===== config.mk =====
export PLATFORM = sky130hd
export DESIGN_NAME = bus_master
export DESIGN_NICKNAME = d
export VERILOG_FILES = /design/src/rtl/bus_master.sv
export SDC_FILE = /design/constraint.sdc
export NUM_CORES = 1
export LEC_CHECK = 0
export CAP_MARGIN = 20
export CORE_UTILIZATION = 38
export CTS_BUF_LIST = sky130_fd_sc_hd__clkbuf_8
export DETAILED_ROUTE_END_ITERATION = 8
export PLACE_DENSITY = 0.82
export SYNTH_ARGS = -nofsm -noshare
export SYNTH_HDL_FRONTEND = slang
export SYNTH_SLANG_ARGS = --single-unit
export TNS_END_PERCENT = 30

===== constraint.sdc =====
create_clock -name clk -period 1.8 [get_ports clk]
set_input_delay 0.45 -clock clk [delete_from_list [all_inputs] [get_ports clk]]
set_output_delay 0.45 -clock clk [all_outputs]
set_load 0.02 [all_outputs]

===== src/rtl/bus_master.sv =====
// Single-beat bus master: one request at a time, size/alignment check, lane replication on stores.
// Optional LOAD_SIGNEXT_EN: sign-extend byte/half loads when the registered req_signed is set.
//
// state  | meaning
// IDLE   | req_ready high, waiting for req_valid
// ACCESS | bSel high for WAIT_CYCLES+1 cycles, read data captured in the last one
// RESP   | one-cycle resp_valid pulse
module bus_master #(
    parameter int WAIT_CYCLES = 0
) (
    input  logic        clk,
    input  logic        rst,
    input  logic        req_valid,
    output logic        req_ready,
    input  logic        req_write,
    input  logic [31:0] req_addr,
    input  logic [31:0] req_wdata,
    input  logic [1:0]  req_size,
    input  logic        req_signed,
    output logic        resp_valid,
    output logic [31:0] resp_rdata,
    output logic        resp_err,
    output logic        bSel,
    output logic        bWrite,
    output logic [31:0] bAddr,
    output logic [31:0] bWData,
    output logic [1:0]  mem_size,
    input  logic [31:0] bRData
);

    localparam logic [3:0] WAIT_LOAD = 4'(WAIT_CYCLES);

    typedef enum logic [1:0] {
        IDLE   = 2'd0,
        ACCESS = 2'd1,
        RESP   = 2'd2
    } state_t;

    state_t      state;
    state_t      state_nxt;
    logic [3:0]  cnt;
    logic        write_q;
    logic        err_q;
    logic        signed_q;
    logic [31:0] rdata_q;
    logic        accept;
    logic        illegal;

    function automatic logic [31:0] fmt_wdata(input logic [1:0] size, input logic [31:0] d);
        logic [31:0] r;
        case (size)
            2'b01:   r = {d[15:0], d[15:0]};
            2'b10:   r = {4{d[7:0]}};
            default: r = d;
        endcase
        return r;
    endfunction

    // Narrow loads come back right-justified; upper bits are zero or copies of the sign bit.
    function automatic logic [31:0] ext_rdata(input logic [1:0] size, input logic sgn,
                                              input logic [31:0] d);
        logic [31:0] r;
        case (size)
            2'b10:   r = {{24{sgn & d[7]}}, d[7:0]};
            2'b01:   r = {{16{sgn & d[15]}}, d[15:0]};
            default: r = d;
        endcase
        return r;
    endfunction

    assign illegal = (req_size == 2'b11)
                   | ((req_size == 2'b01) & req_addr[0])
                   | ((req_size == 2'b00) & (|req_addr[1:0]));
    assign accept  = req_valid & (state == IDLE);

    always_ff @(posedge clk) begin
        if (rst) begin
            state <= IDLE;
        end else begin
            state <= state_nxt;
        end
    end

    always_comb begin
        state_nxt  = state;
        req_ready  = 1'b0;
        resp_valid = 1'b0;
        bSel       = 1'b0;
        bWrite     = 1'b0;
        case (state)
            IDLE: begin
                req_ready = 1'b1;
                if (req_valid) begin
                    state_nxt = illegal ? RESP : ACCESS;
                end
            end
            ACCESS: begin
                bSel   = 1'b1;
                bWrite = write_q;
                if (cnt == 4'd0) begin
                    state_nxt = RESP;
                end
            end
            RESP: begin
                resp_valid = 1'b1;
                state_nxt  = IDLE;
            end
            default: state_nxt = IDLE;
        endcase
    end

    assign resp_err   = resp_valid & err_q;
    assign resp_rdata = resp_valid ? rdata_q : 32'd0;

`ifdef LOAD_SIGNEXT_EN
    always_ff @(posedge clk) begin
        if (rst) begin
            signed_q <= 1'b0;
        end else if (accept) begin
            signed_q <= req_signed;
        end
    end
`else
    logic unused_req_signed;
    assign unused_req_signed = req_signed;
    assign signed_q          = 1'b0;
`endif

    // Bus address/data/size only move on a legal acceptance so they hold across errors.
    always_ff @(posedge clk) begin
        if (rst) begin
            cnt      <= 4'd0;
            write_q  <= 1'b0;
            err_q    <= 1'b0;
            rdata_q  <= 32'd0;
            bAddr    <= 32'd0;
            bWData   <= 32'd0;
            mem_size <= 2'b00;
        end else if (accept) begin
            cnt     <= WAIT_LOAD;
            write_q <= req_write;
            err_q   <= illegal;
            rdata_q <= 32'd0;
            if (!illegal) begin
                bAddr    <= req_addr;
                bWData   <= fmt_wdata(req_size, req_wdata);
                mem_size <= req_size;
            end
        end else if (state == ACCESS) begin
            if (cnt != 4'd0) begin
                cnt <= cnt - 4'd1;
            end else if (!write_q) begin
                rdata_q <= ext_rdata(mem_size, signed_q, bRData);
            end
        end
    end

endmodule


==> flow_summary.yaml, run 1 <==
placed_design:
  detailedPlace.worstSlack_ns: -0.7849
  dp.final_hpwl_mm: 9.784
  port_buffers: 204
  gp_congestion: 0.8309
power_and_ir_drop:
  p_total_w: 0.005426
  ir_worst_vdd_uv: 432.6
  power_density_nw_per_um2: 736.4
  leakagePower_nw: 3.389
hold_path:
  hp-class: "input pin to flip-flop"
timing:
  setup_viol: 45
  worst_slew_pin_slew_ns: 0.4403
  relSlewSlack_pct: 70.54
  tns_ns: -1.152
  finClkSkew_ns: 0.01317
  fin_ws_ns: -0.04472
  hold_viol: 0
  min_period_ns: 1.845
  fin_crit_sh_pct: 102.5
  rsz0062_at_grt: "yes"
  maxSlewViolCount: 0
  fmax_ghz: 0.5421
logic_synthesis:
  ys.flop_type: "dfxtp_1"
  syn_area_um2: 4417
  synth_nets: 664
  yosys-top-cells-area: "dfxtp_1, nand2_1, a21oi_1"
  postSynthAreaPerCell_um2: 7.958
  synth_cells: 555
  synth.distinct_cells: 35
  yosys.area.top_type: "dfxtp_1"
  synth_top_area_share_pct: 48.05
  ys_ff_latch: 106
  synth-edff-count: 0
  synthArstFlopShare_pct: 0
  yosys_warnings: 0
  ys_seq_area_share_pct: 48.05
die:
  start_util_pct: 38.85
  rows: 39
  die_y_um: 109.8
  die_width_um: 109.8
  coreArea_um2: 11370
  dieArea_um2: 12060
  io_pins: 206
clocking:
  insertion_delay_ns: 0.38
  htree_levels: 3
  cts_root_buf: "clkbuf_8"
  clkTransAtPathRegs_ns: 0.09
  tritoncts: "yes"
  numCtsBuffers: 9
  cts_sinks: 106
  clock_path_buffers: 2
  cts_hold_buf: 0
detailed_routing:
  via_per_inst: 5.179
  drtPass1Iterations: 5
  drc: 0
  drt_iter0_markers: 430
  postRouteAntennaNets: 0
  wl_per_cell_um: 16.03
  vias: 4765
  drt-total-wl_mm: 14.75
layout:
  area.growth.synth_to_final_pct: 66.83
  diodes: 0
  nets: 881
  drive_above_1_share_pct: 22.01
worst_setup_path:
  crit_path_end_kind: "flip-flop"
  cp-start-kind: "flip-flop"
  cp_max_fo: 16
  critPathKind: "flip-flop to flip-flop"
  cp.required_ns: 2.06
  cp.arrival_ns: 2.10
grt:
  grt_max_degree: 71
  grt_pass1_vias: 4390
  antenna_found_initial: 0
  grt_use_total_pct: 22.52
  grt_overflow: 0
  grt_pass1_wl_mm: 20.94
status:
  violations: "negative setup slack"
  status: "complete, but fails checks"
flow_run:
  cap_viol_max_count: 0
==> flip-flops by register name, indices dropped and copies added (netlist names) <==
signal,flops
write_q,1
err_q,1
bWData,32
bAddr,32
cnt,4
rdata_q,32
mem_size,2
state,2
==> report_power, final <==
| part | total (W) | internal [W] | switching (W) |
|---|---|---|---|
| sequential | 0.00256 | 0.00248 | 0.0000745 |
| clock | 0.00152 | 0.000716 | 0.000802 |
| combinational | 0.00135 | 0.000648 | 0.000704 |
==> cell usage after synthesis, drive strengths merged (8+ instances only) <==
cell type  count
nor3          20
dfxtp        106
a21oi         83
and2          36
nor2b          9
nand2        140
o211ai         8
buf           25
a22oi          8
clkbuf        23
nand3         26
a311oi         8
a221oi         8
nor2          26
==> worst paths after layout <==
path	from	end	slack, ns	depth (start not counted)
hold reg to reg	bAddr[15]	bAddr[15]	0.45	2
setup reg to reg	cnt[0]	rdata_q[30]	-0.04	7
setup / recovery	cnt[0]	rdata_q[30]	-0.04	7
hold / removal	req_size[0]	mem_size[0]	0.45	3
==> metrics by stage <==
step	utilization, %	cells	area [µm²]	hold slack (ns)
finish	64.81	920	7368	0.4541
global route	64.81	920	7368	0.4631
CTS	62.63	913	7121	0.4260
detailed placement	59.46	888	6760	0.4424
global placement	59.46	888	6760	0.4334
floorplan	-	555	4417	0.4273
==> cell usage in the layout, fill, tap and decap left out, types with 8 or more instances in the layout <==
cell             count
a22oi_1              8
a311oi_1             8
buf_6               35
dlymetal6s2s_1      26
o211ai_1             8
nand2_2             11
clkdlybuf4s50_1     98
nor2_1              26
dfxtp_1            102
nand3_1             26
nand2_1            128
a21oi_1             81
buf_4               37
nor2b_1              8
and2_4              29
dlygate4sd2_1       40
clkbuf_8            11
nor3_1              19
==> critical path, stage by stage, from the launching register on <==
cell,delay [ns]
dfxtp_2,0.34
inv_2,0.07
ha_4,0.13
or3b_4,0.41
or3_4,0.44
clkbuf_16,0.20
nand2_1,0.08
a21oi_1,0.06
==> layer usage <==
metal  track usage, %  vias to the layer above  part of all wire, %
li1                 -                     2288                    -
met3            7.528                       30                  8.8
met1            25.14                     2223                   39
met4            10.38                        0                  2.3
met5                0                        -                    0
met2            38.57                      224                   50
==> final cells by class <==
class | instances | area [µm²]
fill | 937 | 4001
clock buffer | 11 | 151.4
clock inverter | 5 | 52.55
multi-input combinational | 396 | 2226
sequential | 106 | 2127
inverter | 6 | 22.52
tap | 143 | 178.9
timing repair buffer | 253 | 2610
==> cells by family after synthesis <==
family / share of synthesized area (%)
muxes: 0.2266
buffers and inverters: 5.949
and+or+nand+nor: 27.56
DFF: 48.05
AOI/OAI and AO/OA: 15.92
xor gates and xnor gates: 0.5950
adders and majority gates: 1.700
==> timing repair <==
item                                    4_1_cts  5_1_grt
cloned                                        3        2
pin swaps                                     1        6
resized for setup                           275       77
endpoints found under the setup margin      147      128
buffers inserted                              6        6
No activity file was read; power rests on OpenSTA's default activity.
==> inputs of run 2 (changes only) <==
ABC_AREA = 1   (was default)
CORE_UTILIZATION = 40   (was 38)
==> flow_summary.yaml, run 2 <==
worst_setup_path:
  cpPeakStageDelay_ns: 0.40
  cp.arrival_ns: 1.35
  critPathKind: "flip-flop to output pin"
  path_cells: "buf_4, nand2_1, inv_2, clkdlybuf4s15_2"
  rrSetupSlack_ns: 0.22
  cp-start-kind: "flip-flop"
  r2r_cells: 10
  critPathTopFamily: "buffers and inverters"
  crit_buf_inv: 3
  crit_slowest_cell: "dfxtp_1"
  cp_max_fo: 4
  r2r_end: "bAddr[30]"
  cp.required_ns: 1.35
  reg2reg_from: "state[0]"
  crit_path_end_kind: "output pin"
die:
  die_y_um: 114.7
  die_width_um: 114.7
  rows: 40
  start_util_pct: 41.59
  dieArea_um2: 13150
  io_pins: 206
  coreArea_um2: 12210
status:
  status: "complete, no violations"
power_and_ir_drop:
  p_total_w: 0.005800
  power_density_nw_per_um2: 751.9
  leakagePower_nw: 4.309
  ir_worst_vdd_uv: 473.4
timing:
  setup_viol: 0
  maxSlewViolCount: 0
  fin_crit_sh_pct: 99.82
  min_period_ns: 1.797
  relSlewSlack_pct: 62.81
  worst_slew_pin_slew_ns: 0.5570
  finClkSkew_ns: 0.005363
  hold_viol: 0
  rsz0062_at_grt: "yes"
  fmax_ghz: 0.5566
flow_run:
  cap_viol_max_count: 0
clocking:
  insertion_delay_ns: 0.37
  clock_path_buffers: 2
  cts_root_buf: "clkbuf_8"
  tritoncts: "yes"
  clkTransAtPathRegs_ns: 0.09
  cts_sinks: 106
  numCtsBuffers: 9
  cts_hold_buf: 0
  htree_levels: 3
layout:
  final_common_cell: "nand2_1"
  diodes: 0
  top_regs: "bAddr (32), bWData (32), rdata_q (32)"
  drive_above_1_share_pct: 9.867
  nets: 1158
  layout_common_cells: "nand2_1, nor2_1, inv_1"
  design_area_um2: 7714
  area.growth.synth_to_final_pct: 51.88
logic_synthesis:
  ys_seq_area_share_pct: 41.78
  synth.distinct_cells: 20
  synth_top_area_share_pct: 41.78
  synth_nets: 954
  ys_top_cells_by_count: "nor2_1, nand2_1, inv_1, dfxtp_1, o21ai_1"
  synthArstFlopShare_pct: 0
  ys.flop_type: "dfxtp_1"
  yosys-top-cells-area: "dfxtp_1, nor2_1, nand2_1"
  synth-edff-count: 0
  yosysMostFrequentCell: "nor2_1"
  yosys_warnings: 0
  syn_area_um2: 5079
  postSynthAreaPerCell_um2: 6.010
  yosys.area.top_type: "dfxtp_1"
  ys_ff_latch: 106
  synth_cells: 845
hold_path:
  hold_end: "mem_size[0]"
  min_from: "req_size[0]"
  holdPathStages: 3
  hp-class: "input pin to flip-flop"
grt:
  antenna_found_initial: 0
  grt_overflow: 0
  grt_pass1_wl_mm: 22.48
  grt_pass1_vias: 4844
  grt_use_total_pct: 21.70
  grt_max_degree: 79
detailed_routing:
  wl_met2_mm: 6.874
  wl_met1_mm: 6.322
  drc: 0
  drt-total-wl_mm: 15.03
  postRouteAntennaNets: 0
  vias: 5362
  wl_per_cell_um: 12.30
  drt_iter0_markers: 366
  drtPass1Iterations: 4
  top_layer_used: "met4"
  via_per_inst: 4.388
  route.met3.wl_mm: 1.529
placed_design:
  port_buffers: 204
  dp.final_hpwl_mm: 10.09
  dpl_cell_area_um2: 7363
  gp_congestion: 0.7773
==> run 2: cell count changes in the layout (fill, tap and decap cells not counted), sizes merged, moves of 14 or more <==
cell   previous run  this run
a21oi            83         5
and2             36         0
buf              84        61
inv               8       147
nand2           140       245
nand3            26        12
nor2             26       251
nor3             20         0
o21ai             2        34
==> run 2: per-layer routing <==
layer  track usage [%]  up-vias
met5                 0        -
met4             8.485        0
met3             7.729       24
met2             36.48      203
met1             25.16     2297
li1                  -     2838
==> run 2: logic make-up after synthesis <==
kind of cell | after synthesis | synth area share (%)
compound gates | 40 | 4.065
fa+ha+maj | 6 | 1.478
buf+inv | 184 | 14.56
flops | 106 | 41.78
simple gates | 509 | 38.11
==> run 2: stage by stage <==
step           TNS (ns)  hold slack [ns]  std cells  utilization, %  setup slack (ns)
6_report              0           0.4443       1222           63.17          0.003218
5_1_grt          -1.591           0.4547       1222           63.17          -0.07120
4_1_cts        -0.02709           0.4732       1214           60.89          -0.02263
3_5_place_dp     -24.97           0.4596       1198           60.30           -0.3517
3_3_place_gp     -22.34           0.4517       1198           60.30           -0.3287
2_1_floorplan         0           0.4271        845               -          0.003008
==> run 2: worst reg2reg max path: stages (launching register included) <==
cell and delay, ns:
dfxtp_1 0.35, buf_4 0.15, inv_2 0.05, nand2_1 0.06, nor2_1 0.09, buf_4 0.13, nand3_4 0.11, buf_12 0.17
clkbuf_16 0.18, nor2_1 0.14, nor2_1 0.07
==> run 2: worst max path at each step <==
stage,startpoint,to,slack (ns),cells after the start
final,state[0],bSel,0.003,4
after CTS,state[0],req_ready,-0.02,5
after global placement,req_size[0],bAddr[30],-0.33,8
after detailed placement,req_size[0],bAddr[30],-0.35,8
after global routing,state[1],resp_rdata[17],-0.07,6
after floorplan,state[1],resp_rdata[10],0.003,5
==> run 2: area by class of cell <==
cell class / count / area [µm²]
clock buffer: 10 / 137.6
clock inverter: 6 / 75.07
fill: 1167 / 4498
inverter: 143 / 539.3
multi-input combinational: 555 / 2268
sequential: 106 / 2123
tap: 168 / 210.2
timing repair buffer: 234 / 2360
==> run 2: power by group <==
part | internal [W] | switching [W]
Clock | 0.000804 | 0.000808
Sequential | 0.00251 | 0.0000795
Combinational | 0.000716 | 0.000879
==> run 2: what timing repair did <==
item                                    in CTS  in global routing
pin swaps                                    0                  2
endpoints found under the setup margin      76                101
buffers inserted                             0                  2
gates resized for setup                    212                 51
gates cloned                                 0                  6
==> inputs of run 3 (changes only) <==
CTS_BUF_LIST = sky130_fd_sc_hd__clkbuf_4   (was sky130_fd_sc_hd__clkbuf_8)
==> flow_summary.yaml, run 3 (same netlist as run 2, synthesis figures left out) <==
status:
  status: "complete, but fails checks"
  violations: "negative setup slack"
timing:
  hold_viol: 0
  relSlewSlack_pct: 62.44
  worst_slew_pin_slew_ns: 0.5626
  setup_viol: 33
  min_period_ns: 1.897
  rsz0062_at_grt: "yes"
  maxSlewViolCount: 0
  fin_crit_sh_pct: 105.4
  fmax_ghz: 0.5271
  fin_ws_ns: -0.09732
  tns_ns: -2.349
  finClkSkew_ns: 0.02022
grt:
  grt_pass1_vias: 4780
  grt_use_total_pct: 21.67
  antenna_found_initial: 0
  grt_pass1_wl_mm: 22.43
  grt_overflow: 0
  grt_max_degree: 79
clocking:
  cts_root_buf: "clkbuf_4"
  tritoncts: "yes"
  cts_hold_buf: 0
  numCtsBuffers: 9
  clock_path_buffers: 2
  clkTransAtPathRegs_ns: 0.15
  cts_sinks: 106
  insertion_delay_ns: 0.46
  htree_levels: 3
  post-cts-setup-buffer-count: 0
worst_setup_path:
  crit_slowest_cell: "dfxtp_2"
  cp.arrival_ns: 1.45
  cpPeakStageDelay_ns: 0.35
  path_cells: "inv_2, nor2_4, inv_4, buf_12, nor2_1, buf_4"
  crit_buf_inv: 4
  cp_num_cells: 6
  cp.required_ns: 1.35
  cp-start-kind: "flip-flop"
  crit_path_end_kind: "output pin"
  critPathKind: "flip-flop to output pin"
  critPathTopFamily: "buffers and inverters"
  cp_max_fo: 17
  r2r_cells: 10
power_and_ir_drop:
  pwr-share-comb_pct: 27.4
  p_sw_w: 0.001716
  p_sw_share_pct: 31.19
  power_density_nw_per_um2: 729.0
  ir_worst_vdd_uv: 504.8
  p_int_w: 0.003785
  leakagePower_nw: 3.960
  clock_power_share_pct: 25.4
  p_total_w: 0.005500
  seq_power_share_pct: 47.2
detailed_routing:
  drc: 0
  wl_per_cell_um: 11.87
  drt-total-wl_mm: 14.44
  via_per_inst: 4.377
  vias: 5322
  drt_iter0_markers: 368
  postRouteAntennaNets: 0
  drtPass1Iterations: 4
layout:
  final_common_cell: "nand2_1"
  area.growth.synth_to_final_pct: 48.56
  fill_cells: 1188
  drive_above_1_share_pct: 10.88
  top_regs: "bAddr (32), bWData (32), rdata_q (32)"
  diodes: 0
  final_util_pct: 61.78
  nets: 1152
  layout_common_cells: "nand2_1, nor2_1, inv_1"
  fin_cells: 1216
die:
  coreArea_um2: 12210
  rows: 40
  die_y_um: 114.7
  io_pins: 206
  start_util_pct: 41.59
  dieArea_um2: 13150
  die_width_um: 114.7
flow_run:
  cap_viol_max_count: 0
placed_design:
  detailedPlace.worstSlack_ns: -0.3517
  port_buffers: 204
  dp.cells: 1198
  gp_congestion: 0.7773
  dp.final_hpwl_mm: 10.09
hold_path:
  hp-class: "flip-flop to flip-flop"
  holdPathStages: 2
==> run 3: through the flow <==
| stage | area [µm²] | hold slack (ns) |
|---|---|---|
| floorplan | 5079 | 0.4271 |
| global placement | 7363 | 0.4517 |
| detailed placement | 7363 | 0.4596 |
| CTS | 7366 | 0.4786 |
| global route | 7545 | 0.4986 |
| finish | 7545 | 0.4808 |
==> run 3: worst reg2reg max path, cell delays in order, from the launching register on <==
cell and delay, ns:
dfxtp_2 0.35, inv_2 0.05, buf_4 0.14, nand2_1 0.08
nor2_1 0.05, buf_4 0.14, buf_4 0.12, nor2_2 0.15
buf_12 0.20, o21ai_0 0.13, nor2_1 0.10
==> run 3: what timing repair did <==
action                                  in CTS  in global routing
gates cloned                                 0                  2
endpoints found under the hold margin        0                  0
endpoints found under the setup margin     103                 36
resized for setup                          254                 47
==> run 3: cell type report <==
type | instances | area, µm² | share of cell area [%]
well taps | 168 | 210.2 | 2.786
repair buffers | 228 | 2202 | 29.19
inverters | 143 | 539.3 | 7.148
clock buffers | 13 | 97.59 | 1.294
multi-input cells | 555 | 2307 | 30.58
clock inverters | 3 | 63.81 | 0.8458
flip-flops and latches | 106 | 2125 | 28.16
==> run 3: per-layer routing <==
metal | vias up | GRT usage [%] | routed length (µm) | share of wire [%]
met5 | - | 0 | 0 | 0
met4 | 0 | 7.619 | 264 | 1.8
met3 | 18 | 7.517 | 1429 | 9.9
met2 | 195 | 36.32 | 6501 | 45
met1 | 2279 | 25.65 | 6243 | 43
li1 | 2830 | - | - | -
==> run 3: worst paths after layout <==
| kind | from | end | slack (ns) |
|---|---|---|---|
| max | state[1] | resp_rdata[21] | -0.1 |
| min | cnt[0] | cnt[0] | 0.48 |
| max reg2reg | state[1] | rdata_q[31] | 0.24 |
| min reg2reg | cnt[0] | cnt[0] | 0.48 |
==> run 3: power by group through the flow <==
stage | Combinational (W) | Clock, W | Sequential (W)
6_report | 0.00151 | 0.00140 | 0.00259
5_1_grt | 0.00167 | 0.00154 | 0.00262
4_1_cts | 0.00148 | 0.00145 | 0.00260
3_5_place_dp | 0.00156 | 0 | 0.00265
3_3_place_gp | 0.00155 | 0 | 0.00264
2_1_floorplan | 0.000674 | 0 | 0.00281
==> RTL edit 1, RTL diff (flow settings as in run 3) <==
Re-encode `state_t` (3 states) as one-hot, 3 bits wide.
--- a/src/rtl/bus_master.sv
+++ b/src/rtl/bus_master.sv
@@ -30,10 +30,10 @@
 
     localparam logic [3:0] WAIT_LOAD = 4'(WAIT_CYCLES);
 
-    typedef enum logic [1:0] {
-        IDLE   = 2'd0,
-        ACCESS = 2'd1,
-        RESP   = 2'd2
+    typedef enum logic [2:0] {
+        IDLE   = 3'b001,
+        ACCESS = 3'b010,
+        RESP   = 3'b100
     } state_t;
 
     state_t      state;
Formal check against the unedited RTL: same outputs for any inputs over 4 cycles, from zero or initial values and one cycle with rst high; so few cycles prove little.
==> RTL edit 1 against run 3 <==
The run still ends with negative setup slack left. Critical path depth decreased by 1. Worst setup slack worse by 0.18 ns. Sequential power rose by 3%. Area after synthesis up 1.7%. Sequential cell count is 1 higher. Cell area grew 4.4%. Total power is 4.6% higher. Die area is 1.6% higher. Wire length rose by 3.7%.
==> RTL edit 1: results (changes against run 3) <==
* Clock transition at the registers of the reported paths at 0.15 ns (about the same)
* Number of buffers created by CTS at 9 (unchanged)
* Sequential area share after synthesis at 41.5% (-0.30 points)
* Worst setup path startpoint: state[0]$_SDFFE_PP1P_
* Run status: finished with violations
* Share of layout cells above drive strength 1 at 15.6% (+4.7 points)
* CP endpoint: resp_rdata[11]
* Warning count from the yosys run at 0 (unchanged)
* Number of nets produced by synthesis at 902 (-5.5%)
* Average routed wire per standard cell at 12.7 um (+6.8%)
* Vias in the first global route at 4842 (+1.3%)
* Source-to-sink clock delay at the later pin of the worst-skew pair at 0.47 ns
* Setup-failing EPs final at 35 (+6.1%)
* Reg-to-Reg Start: cnt[0]$_SDFFE_PP0P_
* Net count, final at 1115 (-3.2%)
* Via count at 5390 (+1.3%)
* Top Registers: bAddr (32), bWData (32), rdata_q (32)
* Wire length of the first global-routing pass at 22.4 mm (about the same)
* Crit path DAT at 1.62 ns (+0.17 ns)
* Max-slew headroom at the worst pin at 80.3% (+18 points)
* Violation count after the first detailed-routing iteration at 259 (-30%)
* Capture point of the worst reg-to-reg path: rdata_q[16]$_SDFFE_PP0P_
* Global Route Usage Sum at 21.4% (-0.22 points)
* Peak fanout along the critical path at 8 (-9)
* Violations in the final reports: negative setup slack
* Total iterations of the first detailed-routing run at 4 (unchanged)
* Leakage power at 3.72 nW (-6.1%)
* Pin count of the biggest net entering global routing at 52 (-34%)
* Worst IR drop on VDD at 0.000429 V (-15%)
* Predominant post-synthesis flop cell: sky130_fd_sc_hd__dfxtp_1
* Number of post-CTS setup repair buffers at 1 (+1)
* Number of gates given a new drive strength after cts at 280 (+10%)
* DP HPWL at 10.4 mm (+2.6%)
* Routability congestion estimate from global placement at 0.792 (+1.9%)
* Post-synthesis cell type count at 26 (+30%)
* Clk_skew at 0.0187 ns (-0.00154 ns)
* Worst-case hold slack at 0.488 ns (+0.00715 ns)
* Number of antenna violations at the first check in global routing at 0 (unchanged)
* Worst Setup Slack, final at -0.274 ns (-0.177 ns)
* Cells taking the most area after synthesis: sky130_fd_sc_hd__dfxtp_1, sky130_fd_sc_hd__nand2_1, sky130_fd_sc_hd__nor2_1
* Top cells by instance count after synthesis: sky130_fd_sc_hd__nand2_1, sky130_fd_sc_hd__nor2_1, sky130_fd_sc_hd__dfxtp_1
* Depth of the most critical reg-to-reg path at 8 (-2)
* Setup slack on the worst flop-to-flop path at 0.12 ns (-0.12 ns)
==> RTL edit 1: worst min-delay path by stage <==
stage / from / to
after floorplan: cnt[0]$_SDFFE_PP0P_ / cnt[0]$_SDFFE_PP0P_
after global placement: cnt[0]$_SDFFE_PP0P_ / cnt[0]$_SDFFE_PP0P_
after detailed placement: cnt[0]$_SDFFE_PP0P_ / cnt[0]$_SDFFE_PP0P_
after CTS: cnt[0]$_SDFFE_PP0P_ / cnt[0]$_SDFFE_PP0P_
after global routing: bAddr[5]$_SDFFE_PP0P_ / bAddr[5]$_SDFFE_PP0P_
final: bAddr[4]$_SDFFE_PP0P_ / bAddr[4]$_SDFFE_PP0P_
==> RTL edit 1: worst max-delay path, stage by stage, from the launching register on <==
cell and delay (ns):
sky130_fd_sc_hd__dfxtp_2 0.37, sky130_fd_sc_hd__nor3_4 0.24, sky130_fd_sc_hd__inv_4 0.11, sky130_fd_sc_hd__clkbuf_16 0.20, sky130_fd_sc_hd__nor2_2 0.10, sky130_fd_sc_hd__buf_4 0.15
==> RTL edit 1: logic make-up after synthesis <==
logic type               synth area share, %
buffers and inverters                   11.2
AO/OA/AOI/OAI                           4.92
flip-flops                              41.5
XOR/XNOR                               0.170
AND/OR/NAND/NOR                         40.8
adder cells (fa/ha/maj)                 1.45
==> RTL edit 1: cell type report <==
cell class / instances / area [um2]
Clock inverter: 4 / 43.8
Timing Repair Buffer: 246 / 2450
Sequential cell: 107 / 2150
Inverter: 85 / 324
Tap cell: 172 / 215
Clock buffer: 10 / 75.1
Multi-Input combinational cell: 557 / 2620
Fill cell: 1187 / 4740
==> RTL edit 1: metrics by stage <==
| step | std cells | utilization (%) | instance area, um2 | setup TNS [ns] | setup slack [ns] |
|---|---|---|---|---|---|
| floorplan | 793 | - | 5170 | -1.33 | -0.0443 |
| global placement | 1163 | 60.0 | 7570 | -23.92 | -0.323 |
| detailed placement | 1163 | 60.0 | 7570 | -27.78 | -0.349 |
| CTS | 1179 | 60.5 | 7640 | -8.22 | -0.258 |
| global route | 1181 | 62.4 | 7880 | -10.79 | -0.368 |
| finish | 1181 | 62.4 | 7880 | -7.67 | -0.274 |
==> RTL edit 1: routing by layer <==
| metal | global-route usage (%) | up-vias | routed length [um] | part of all wire, % |
|---|---|---|---|---|
| met5 | 0 | - | 0 | 0 |
| met2 | 37.6 | 180 | 7260 | 48 |
| li1 | - | 2802 | - | - |
| met1 | 23.5 | 2385 | 6030 | 40 |
| met3 | 8.16 | 23 | 1380 | 9.2 |
| met4 | 8.21 | 0 | 304 | 2.0 |
==> RTL edit 1: report_power, final <==
group	total, mW	leakage [nW]	switching, mW	internal [mW]
Clock	1.19	0.0695	0.777	0.418
Combinational	1.88	2.77	1.06	0.820
Sequential	2.68	0.874	0.102	2.57
Total	5.75	3.72	1.94	3.81
==> RTL edit 2, RTL diff (config.mk and constraints of run 3) <==
Without the edit above. Add a define of `LOAD_SIGNEXT_EN`.
--- a/src/rtl/bus_master.sv
+++ b/src/rtl/bus_master.sv
@@ -5,6 +5,8 @@
 // IDLE   | req_ready high, waiting for req_valid
 // ACCESS | bSel high for WAIT_CYCLES+1 cycles, read data captured in the last one
 // RESP   | one-cycle resp_valid pulse
+`define LOAD_SIGNEXT_EN
+
 module bus_master #(
     parameter int WAIT_CYCLES = 0
 ) (
Formal check against the unedited RTL: not equivalent (a bounded check fails within 4 cycles, from zero or initial values and one cycle with rst high).
==> RTL edit 2 against run 3 <==
The flow still finishes with violations (negative setup slack). Worst setup slack worse by 0.027 ns. Total power shrank 4.4%. Area after synthesis up 3.7%. Sequential cell count increased by 1. Cell area grew 2.8%. Maximum frequency shrank 1.4%. Wire length grew 3.7%. Clock skew fell by 0.0038 ns. Largest power group unchanged.
==> RTL edit 2: results (changes against run 3) <==
* Setup slack on the worst flop-to-flop path at 0.21 ns (-0.03 ns)
* Vias in the first global route at 4932 (+3.2%)
* Violations in the final reports: negative setup slack
* Cells taking the most area after synthesis: sky130_fd_sc_hd__dfxtp_1, sky130_fd_sc_hd__nand2_1, sky130_fd_sc_hd__nor2_1
* Violation count after the first detailed-routing iteration at 412 (+12%)
* Worst Setup Slack, final at -0.125 ns (-0.0275 ns)
* Net count, final at 1190 (+3.3%)
* Sequential area share after synthesis at 40.7% (-1.1 points)
* Source-to-sink clock delay at the later pin of the worst-skew pair at 0.49 ns (+0.03 ns)
* Accumulated negative setup slack at -2.86 ns (-0.508 ns)
* Routability congestion estimate from global placement at 0.856 (+10%)
* Origin of the worst min-delay path: err_q$_SDFFE_PP0P_
* Leakage power at 4.19 nW (+5.7%)
* Capture point of the worst reg-to-reg path: bWData[26]$_SDFFE_PP0P_
* Top cells by instance count after synthesis: sky130_fd_sc_hd__nand2_1, sky130_fd_sc_hd__nor2_1, sky130_fd_sc_hd__inv_1
* Setup-failing EPs final at 33 (unchanged)
* Share of layout cells above drive strength 1 at 11.2% (+0.28 points)
* Hold Crit Endpoint: err_q$_SDFFE_PP0P_
* Average routed wire per standard cell at 11.9 um (+0.38%)
* Worst-case hold slack at 0.473 ns (-0.00816 ns)
* Fill cell instance count of the final layout at 1249 (+5.1%)
* Run status: finished with violations
* Clk_skew at 0.0164 ns (-0.00379 ns)
* Wire length of the first global-routing pass at 23.3 mm (+3.9%)
* Via count at 5615 (+5.5%)
* Peak fanout along the critical path at 25 (+8)
* Slew at the pin closest to its max-slew limit at 0.344 ns (-0.218 ns)
* Worst IR drop on VDD at 0.000433 V (-14%)
* Number of nets produced by synthesis at 990 (+3.8%)
## RTL edit 2: metal layers
metal	wire [um]	GRT usage, %
met3	1350	6.64
met1	6350	25.8
met5	0	0
met2	7010	37.7
met4	254	8.52
## RTL edit 2: area by class of cell
class | instances | share of cell area [%]
multi-input cells | 609 | 32.5
repair buffers | 233 | 30.0
flip-flops and latches | 107 | 27.7
inverters | 120 | 5.81
well taps | 172 | 2.78
clock buffers | 10 | 0.968
clock inverters | 5 | 0.274
## RTL edit 2: tightest hold or removal path: cells and delay by family, from the launching register on
family                 cells  cell delay, ns
flip-flops                 1            0.32
buffers and inverters      1            0.07
AO/OA/AOI/OAI              1            0.06
## RTL edit 2: report_power, final
group	total [mW]	switching [mW]	internal, mW
Sequential	2.63	0.0833	2.54
Clock	1.05	0.770	0.276
Combinational	1.59	0.891	0.697
Total	5.26	1.74	3.52
## RTL edit 2: how the worst max path moves through the flow
stage                                    to  cells after the start                  start  slack, ns
finish                       resp_rdata[23]                      6  state[1]$_SDFFE_PP0P_      -0.12
global route                 resp_rdata[23]                      6  state[1]$_SDFFE_PP0P_      -0.20
global placement    bWData[13]$_SDFFE_PP0P_                     10            req_size[0]      -0.34
detailed placement  bWData[26]$_SDFFE_PP0P_                     10            req_size[1]      -0.40
CTS                           resp_rdata[3]                      6  state[1]$_SDFFE_PP0P_      -0.19
floorplan                    resp_rdata[10]                      5  state[1]$_SDFFE_PP0P_       0.04
## RTL edit 2: timing repair
action	4_1_cts	5_1_grt
endpoints found under the setup margin	103	36
hold endpoints to repair	0	0
gates cloned	0	0
gates resized for setup	247	54
## RTL edit 2: logic make-up (layout without fill, tap and decap cells)
| group | after synthesis | count (layout) | synth area share (%) |
|---|---|---|---|
| adder cells (fa/ha/maj) | 7 | 7 | 1.66 |
| XOR/XNOR | 1 | 1 | 0.166 |
| AO/OA/AOI/OAI | 27 | 27 | 2.64 |
| buffers and inverters | 164 | 368 | 13.1 |
| flip-flops | 107 | 107 | 40.7 |
| AND/OR/NAND/NOR | 574 | 574 | 41.8 |
## RTL edit 2: stage by stage
| stage | util [%] | instance area [um2] | cells |
|---|---|---|---|
| 4_1_cts | 59.8 | 7600 | 1256 |
| 3_3_place_gp | 60.4 | 7680 | 1241 |
| 5_1_grt | 60.9 | 7750 | 1256 |
| 6_report | 60.9 | 7750 | 1256 |
| 3_5_place_dp | 60.4 | 7680 | 1241 |
| 2_1_floorplan | - | 5270 | 880 |
